## src/rtl/id_ex_control_pipe.sv

```systemverilog
// ID/EX control pipeline register: decodes opcode/funct/rt into a control bundle, registers it
// under stall/flush, and sequences syscalls through a drain-then-handshake FSM.
module id_ex_control_pipe #(
  parameter int unsigned ALU_OP_W     = 4,
  parameter int unsigned BV_W         = 3,
  parameter int unsigned DRAIN_CYCLES = 3
) (
  input  logic                i_clk,
  input  logic                i_rst_n,
  input  logic                i_id_valid,
  input  logic [5:0]          i_opcode,
  input  logic [5:0]          i_funct,
  input  logic [4:0]          i_rt,
  input  logic [ALU_OP_W-1:0] i_alu_op_in,
  input  logic                i_ex_stall,
  input  logic                i_flush,
  input  logic                i_sys_ack,
  output logic                o_id_ready,
  output logic                o_ex_valid,
  output logic                o_ex_reg_write,
  output logic                o_ex_mem_to_reg,
  output logic                o_ex_mem_write,
  output logic                o_ex_mem_byte,
  output logic                o_ex_alu_src,
  output logic                o_ex_reg_dest,
  output logic                o_ex_link,
  output logic [ALU_OP_W-1:0] o_ex_alu_op,
  output logic [BV_W-1:0]     o_ex_branch_variant,
  output logic                o_sys_req,
  output logic                o_illegal
);

  localparam logic [5:0] OpSpecial = 6'h00;
  localparam logic [5:0] OpRegimm  = 6'h01;
  localparam logic [5:0] OpJ       = 6'h02;
  localparam logic [5:0] OpJal     = 6'h03;
  localparam logic [5:0] OpBeq     = 6'h04;
  localparam logic [5:0] OpBne     = 6'h05;
  localparam logic [5:0] OpBlez    = 6'h06;
  localparam logic [5:0] OpBgtz    = 6'h07;
  localparam logic [5:0] OpAddiu   = 6'h09;
  localparam logic [5:0] OpSlti    = 6'h0a;
  localparam logic [5:0] OpAndi    = 6'h0c;
  localparam logic [5:0] OpOri     = 6'h0d;
  localparam logic [5:0] OpLui     = 6'h0f;
  localparam logic [5:0] OpLb      = 6'h20;
  localparam logic [5:0] OpLw      = 6'h23;
  localparam logic [5:0] OpSb      = 6'h28;
  localparam logic [5:0] OpSw      = 6'h2b;

  localparam logic [5:0] FnJr      = 6'h08;
  localparam logic [5:0] FnJalr    = 6'h09;
  localparam logic [5:0] FnSyscall = 6'h0c;

  localparam logic [BV_W-1:0] BvNone     = BV_W'(0);
  localparam logic [BV_W-1:0] BvJump     = BV_W'(1);
  localparam logic [BV_W-1:0] BvJumpLink = BV_W'(2);
  localparam logic [BV_W-1:0] BvJumpReg  = BV_W'(3);
  localparam logic [BV_W-1:0] BvBeq      = BV_W'(4);
  localparam logic [BV_W-1:0] BvBne      = BV_W'(5);
  localparam logic [BV_W-1:0] BvLezGtz   = BV_W'(6);
  localparam logic [BV_W-1:0] BvLtzGez   = BV_W'(7);

  localparam logic [3:0] DrainLoad = 4'(DRAIN_CYCLES);

  typedef enum logic [1:0] {
    StRun,
    StDrain,
    StSysReq
  } state_e;

  state_e          r_state;
  state_e          w_state_next;
  logic [3:0]      r_cnt;
  logic [3:0]      w_cnt_next;

  logic            w_legal;
  logic            w_is_syscall;
  logic            w_accept;
  logic            w_load;
  logic            w_reg_write;
  logic            w_mem_to_reg;
  logic            w_mem_write;
  logic            w_mem_byte;
  logic            w_alu_src;
  logic            w_reg_dest;
  logic            w_link;
  logic [BV_W-1:0] w_bv;

  logic                r_ex_valid;
  logic                r_reg_write;
  logic                r_mem_to_reg;
  logic                r_mem_write;
  logic                r_mem_byte;
  logic                r_alu_src;
  logic                r_reg_dest;
  logic                r_link;
  logic [ALU_OP_W-1:0] r_alu_op;
  logic [BV_W-1:0]     r_bv;
  logic                r_illegal;

  // Combinational decode of the instruction currently in ID.
  always_comb begin
    w_legal      = 1'b1;
    w_reg_write  = 1'b0;
    w_mem_to_reg = 1'b0;
    w_mem_write  = 1'b0;
    w_mem_byte   = 1'b0;
    w_alu_src    = 1'b0;
    w_reg_dest   = 1'b0;
    w_link       = 1'b0;
    w_bv         = BvNone;
    case (i_opcode)
      OpSpecial: begin
        w_reg_dest  = 1'b1;
        w_reg_write = (i_funct != FnJr) && (i_funct != FnSyscall);
        w_link      = (i_funct == FnJalr);
        if ((i_funct == FnJr) || (i_funct == FnJalr)) begin
          w_bv = BvJumpReg;
        end
      end
      OpRegimm: begin
        if ((i_rt == 5'd0) || (i_rt == 5'd1)) begin
          w_bv = BvLtzGez;
        end else begin
          w_legal = 1'b0;
        end
      end
      OpJ:   w_bv = BvJump;
      OpJal: begin
        w_bv        = BvJumpLink;
        w_reg_write = 1'b1;
        w_link      = 1'b1;
      end
      OpBeq:          w_bv = BvBeq;
      OpBne:          w_bv = BvBne;
      OpBlez, OpBgtz: w_bv = BvLezGtz;
      OpAddiu, OpSlti, OpAndi, OpOri, OpLui: begin
        w_reg_write = 1'b1;
        w_alu_src   = 1'b1;
      end
      OpLb: begin
        w_reg_write  = 1'b1;
        w_mem_to_reg = 1'b1;
        w_mem_byte   = 1'b1;
        w_alu_src    = 1'b1;
      end
      OpLw: begin
        w_reg_write  = 1'b1;
        w_mem_to_reg = 1'b1;
        w_alu_src    = 1'b1;
      end
      OpSb: begin
        w_mem_write = 1'b1;
        w_mem_byte  = 1'b1;
        w_alu_src   = 1'b1;
      end
      OpSw: begin
        w_mem_write = 1'b1;
        w_alu_src   = 1'b1;
      end
      default: w_legal = 1'b0;
    endcase
  end

  assign w_is_syscall = (i_opcode == OpSpecial) && (i_funct == FnSyscall);
  assign o_id_ready   = (r_state == StRun) && !i_ex_stall && !i_flush;
  assign w_accept     = i_id_valid && o_id_ready;
  assign w_load       = w_accept && w_legal && !w_is_syscall;

  // Syscall sequencing: drain older instructions, then hold the request until acknowledged.
  always_comb begin
    w_state_next = r_state;
    w_cnt_next   = r_cnt;
    unique case (r_state)
      StRun: begin
        if (w_accept && w_is_syscall) begin
          w_state_next = StDrain;
          w_cnt_next   = DrainLoad;
        end
      end
      StDrain: begin
        if (i_flush) begin
          w_state_next = StRun;
          w_cnt_next   = 4'd0;
        end else if (r_cnt == 4'd0) begin
          w_state_next = StSysReq;
        end else begin
          w_cnt_next = r_cnt - 4'd1;
        end
      end
      StSysReq: begin
        if (i_sys_ack) begin
          w_state_next = StRun;
        end
      end
      default: begin
        w_state_next = StRun;
        w_cnt_next   = 4'd0;
      end
    endcase
  end

  always_ff @(posedge i_clk or negedge i_rst_n) begin
    if (!i_rst_n) begin
      r_state      <= StRun;
      r_cnt        <= 4'd0;
      r_illegal    <= 1'b0;
      r_ex_valid   <= 1'b0;
      r_reg_write  <= 1'b0;
      r_mem_to_reg <= 1'b0;
      r_mem_write  <= 1'b0;
      r_mem_byte   <= 1'b0;
      r_alu_src    <= 1'b0;
      r_reg_dest   <= 1'b0;
      r_link       <= 1'b0;
      r_alu_op     <= '0;
      r_bv         <= '0;
    end else begin
      r_state   <= w_state_next;
      r_cnt     <= w_cnt_next;
      r_illegal <= w_accept && !w_legal;
      if (i_flush || (!i_ex_stall && !w_load)) begin
        r_ex_valid   <= 1'b0;
        r_reg_write  <= 1'b0;
        r_mem_to_reg <= 1'b0;
        r_mem_write  <= 1'b0;
        r_mem_byte   <= 1'b0;
        r_alu_src    <= 1'b0;
        r_reg_dest   <= 1'b0;
        r_link       <= 1'b0;
        r_alu_op     <= '0;
        r_bv         <= '0;
      end else if (!i_ex_stall) begin
        r_ex_valid   <= 1'b1;
        r_reg_write  <= w_reg_write;
        r_mem_to_reg <= w_mem_to_reg;
        r_mem_write  <= w_mem_write;
        r_mem_byte   <= w_mem_byte;
        r_alu_src    <= w_alu_src;
        r_reg_dest   <= w_reg_dest;
        r_link       <= w_link;
        r_alu_op     <= i_alu_op_in;
        r_bv         <= w_bv;
      end
    end
  end

  assign o_ex_valid          = r_ex_valid;
  assign o_ex_reg_write      = r_reg_write;
  assign o_ex_mem_to_reg     = r_mem_to_reg;
  assign o_ex_mem_write      = r_mem_write;
  assign o_ex_mem_byte       = r_mem_byte;
  assign o_ex_alu_src        = r_alu_src;
  assign o_ex_reg_dest       = r_reg_dest;
  assign o_ex_link           = r_link;
  assign o_ex_alu_op         = r_alu_op;
  assign o_ex_branch_variant = r_bv;
  assign o_sys_req           = (r_state == StSysReq);
  assign o_illegal           = r_illegal;

endmodule

```

## config.mk

```make
export PLATFORM = sky130hd
export DESIGN_NAME = id_ex_control_pipe
export DESIGN_NICKNAME = d
export VERILOG_FILES = /design/src/rtl/id_ex_control_pipe.sv
export SDC_FILE = /design/constraint.sdc
export NUM_CORES = 1
export LEC_CHECK = 0
export CAP_MARGIN = 20
export CORE_MARGIN = 2
export CORE_UTILIZATION = 40
export DETAILED_ROUTE_END_ITERATION = 7
export PLACE_DENSITY = 0.75
export RECOVER_POWER = 50
export SLEW_MARGIN = 5
export SYNTH_ARGS = -nofsm -noshare
export SYNTH_HDL_FRONTEND = slang
export SYNTH_SLANG_ARGS = --single-unit
```

## constraint.sdc

```tcl
create_clock -name i_clk -period 2.3 [get_ports i_clk]
set_input_delay 0.345 -clock i_clk [delete_from_list [all_inputs] [get_ports i_clk]]
set_output_delay 0.345 -clock i_clk [all_outputs]
set_load 0.02 [all_outputs]
```

==> out/summary.log <==
[placement] placed instance count 219
[sta] number of hold violations in the final report 0
[power_and_ir_drop] Gate power share 0.191
[floorplan] I/O pin count 45
[grt] via count of the first global-routing pass 1216
[power_and_ir_drop] internal power 0.560 mW
[power_and_ir_drop] worst-case vdd ir drop 362 uV
[power_and_ir_drop] Psw 0.186 mW
[cts] buffer count from post-CTS setup fixing 0
[final_layout] final cell count without fillers 223
[final_layout] layout overhead on the synthesized area 41.0%
[setup_path] worst reg2reg path depth 7
[power_and_ir_drop] Pwr Density 409 nW/um2
[setup_path] startpoint types input port
[grt] largest net degree at the start of global routing 23
[worst_hold_path] sink of the worst hold path o_ex_branch_variant[1]
[power_and_ir_drop] part of the total power dissipated in the clock network 0.283
[logic_synthesis] Syn Area/Cell 9.65 um2
[logic_synthesis] arithmetic-cell share of the synthesized area counting full adders, half adders and majority gates 0.0271
[flow_run] total of max-cap violations 0
[sta] setup repair after global routing missed its margin no
[floorplan] Core Region 3050 um2
[setup_path] destination of the worst register-to-register timing path r_cnt[3]
[setup_path] register-to-register path setup slack 570 ps
[cts] maximum level of the CTS H-tree 1
[placement] pre-CTS setup slack -5.65 ps
[logic_synthesis] synth warn 0
[sta] setup skew after layout 6.45 ps
[power_and_ir_drop] power share of the sequential group 0.525
[grt] antenna violations before repair 0
[sta] Final Slew Violations 0
[cts] buffers from clock root to sink, at most 2
[detailed_routing] DRC viols 0
[logic_synthesis] Syn Inst Count 134
[logic_synthesis] multiplexer fraction of the synthesized cell area 0
[placement] half-perimeter wire length of the detailed placement result 2.46 mm
[logic_synthesis] most area-consuming cells after synthesis sky130_fd_sc_hd__dfrtp_1 43%, sky130_fd_sc_hd__a22o_1 6.8%, sky130_fd_sc_hd__a32o_1 3.9%
[placement] Port Buf Inserts 43
[placement] total cell area at the placement stage 1790 um2
[setup_path] worst setup path category input port to flip-flop
[detailed_routing] routed wire length per instance 14.2 um
[cts] clock buffer count from CTS 3
[final_layout] layout cells sized above 1 0.0894
[final_layout] post-layout utilization of the core 0.598
[logic_synthesis] share of the yosys chip area belonging to registers 0.426
[setup_path] CP Data Required Time 2540 ps
[floorplan] vertical die dimension 60.9 um
[setup_path] critical path capture point type flip-flop
[logic_synthesis] Post-Synthesis Net Count 163
[logic_synthesis] share of synthesized cell area in and, or, nand and nor gates 0.214
[logic_synthesis] share of the synthesized netlist area taken by xor and xnor gates 0.00677
[outcome] result of the run complete, no violations
[floorplan] Placement Rows 20
[sta] Final Critical Period 2120 ps
[floorplan] die area 3710 um2
[sta] hold_ws 512 ps
[grt] total overflow reported by the global router 0
[worst_hold_path] worst min-delay path category flip-flop to flip-flop
[detailed_routing] post-detailed-routing wire length 3.17 mm
[final_layout] Layout Nets 209
[setup_path] data arrival time of the worst path 2370 ps
[sta] worst slew slack as a fraction of its limit 0.239
[logic_synthesis] most used flip-flop cell after synthesis sky130_fd_sc_hd__dfrtp_1
[sta] highest clock frequency the design can meet 471 MHz
[power_and_ir_drop] Switching Share 0.249
[cts] post-cts hold buffer count 0
[logic_synthesis] FF+latch count, synth 22
[detailed_routing] per-cell via count in the routed design 5.61
[worst_hold_path] start point of the worst hold path o_ex_branch_variant[1]
[grt] first-pass GRT wire length 5.51 mm
[sta] period utilization 0.923
[logic_synthesis] number of flops mapped to enable cells by yosys 0
[sta] Least-Margin Pin Slew 1140 ps
[power_and_ir_drop] leakage 0.758 nW
[cts] clock slew at the register clock pins of the worst setup and hold paths 120 ps
[logic_synthesis] number of distinct library cells after synthesis 44
[setup_path] CP max FO 14
[detailed_routing] number of DRC markers in iteration 0 49
[worst_hold_path] depth of the worst hold-timing path 1
[final_layout] area of all placed cells without fillers 1820 um2
[logic_synthesis] dominant combinational cell family by area after synthesis compound AO/OA/AOI/OAI gates
[final_layout] layout filler cell count 272
[cts] clock latency of the later-clocked register in the worst-skew pair 300 ps
[cts] post_cts resized 0
[setup_path] worst reg2reg path startpoint r_cnt[0]
[cts] TritonCTS clock tree built
[detailed_routing] Via Count 1251
[logic_synthesis] share of async-settable or async-resettable flops after synthesis 1.00
[sta] number of setup violations in the final report 0
[floorplan] Chip Width 60.9 um
[cts] cell chosen for the clock root sky130_fd_sc_hd__clkbuf_4
[detailed_routing] 1st-pass router iterations 4
[logic_synthesis] compound-cell area share of the yosys netlist 0.270
[final_layout] ANT cells 0
[grt] total track usage 0.199
[logic_synthesis] share of the synthesized area in the top cell type 0.426
[final_layout] most used cells in the layout excluding fill and tap cells 35 x sky130_fd_sc_hd__clkdlybuf4s50_1, 22 x sky130_fd_sc_hd__dfrtp_1, 10 x sky130_fd_sc_hd__a22o_1
[logic_synthesis] largest area contributor in the synthesized netlist sky130_fd_sc_hd__dfrtp_1
[detailed_routing] Antenna Nets Post-Route 0
[sta] min setup slack post-route 176 ps
[final_layout] most common cell after layout, fill and taps aside sky130_fd_sc_hd__clkdlybuf4s50_1
[placement] GPL Wtd Cong 0.885
[cts] clk sink count 22
[floorplan] initial standard-cell utilization of the core 0.424
[logic_synthesis] Netlist Area Pre-Place 1290 um2
[layout make-up]
class | count | area, um2 | share of cell area
multi-input combinational | 95 | 669 | 0.367
sequential | 22 | 551 | 0.302
timing repair buffer | 51 | 487 | 0.267
tap | 44 | 55.1 | 0.0302
clock buffer | 4 | 36.3 | 0.0199
inverter | 7 | 26.3 | 0.0144
[per-stage QoR]
| step | power, mW | TNS [ps] |
|---|---|---|
| 3_3_place_gp | 0.541 | 0 |
| 5_1_grt | 0.785 | 0 |
| 4_1_cts | 0.755 | 0 |
| 3_5_place_dp | 0.545 | -7.74 |
| 2_1_floorplan | 0.463 | 0 |
| 6_report | 0.746 | 0 |
[layer usage]
metal  vias up  track usage  wire length [um]
li1        606            -                 -
met1       601        0.252              1380
met2        40        0.339              1580
met3         4       0.0533               178
met4         0       0.0466                29
met5         -            0                 0
[critical path: stages]
cell                            delay (ps)
sky130_fd_sc_hd__dlygate4sd3_1         580
sky130_fd_sc_hd__or4b_1                550
sky130_fd_sc_hd__o31a_1                290
sky130_fd_sc_hd__o22ai_2               160
sky130_fd_sc_hd__o21a_4                250
sky130_fd_sc_hd__a32o_1                200
[synth_stat cells (4+ instances only)]
| cell | count |
|---|---|
| sky130_fd_sc_hd__dfrtp_1 | 22 |
| sky130_fd_sc_hd__inv_1 | 6 |
| sky130_fd_sc_hd__nor2b_1 | 5 |
| sky130_fd_sc_hd__nor3_1 | 5 |
| sky130_fd_sc_hd__o21ai_0 | 8 |
| sky130_fd_sc_hd__nand2_1 | 7 |
| sky130_fd_sc_hd__a21oi_1 | 4 |
| sky130_fd_sc_hd__nor2_1 | 9 |
| sky130_fd_sc_hd__clkbuf_1 | 5 |
| sky130_fd_sc_hd__a22o_1 | 10 |
| sky130_fd_sc_hd__nor4_1 | 4 |
| sky130_fd_sc_hd__a32o_1 | 5 |
[power groups by stage]
stage	Combinational [mW]	Clock [mW]	Sequential, mW
4_1_cts	0.146	0.217	0.392
6_report	0.143	0.211	0.392
3_5_place_dp	0.145	0	0.399
5_1_grt	0.158	0.235	0.393
2_1_floorplan	0.0593	0	0.404
3_3_place_gp	0.142	0	0.399
[worst max-delay path by stage]
stage / start / slack (ps) / cells after the start / to
after floorplan: i_opcode[3] / 510 / 7 / o_ex_link
final: i_opcode[1] / 180 / 6 / o_ex_branch_variant[0]
after global placement: i_opcode[1] / 40 / 6 / o_ex_link
after detailed placement: i_opcode[1] / -6 / 6 / o_ex_branch_variant[0]
after global routing: r_state[0] / 70 / 2 / o_id_ready
after CTS: r_state[0] / 170 / 2 / o_id_ready
[cells by family (layout without fill, tap and decap cells)]
logic type	count (synthesis)	after routing
AND/OR/NAND/NOR	47	47
XOR/XNOR	1	1
AO/OA/AOI/OAI	44	44
flip-flops	22	22
adder cells (fa/ha/maj)	3	3
buffers and inverters	17	62
(Power assumes the default switching activity.)
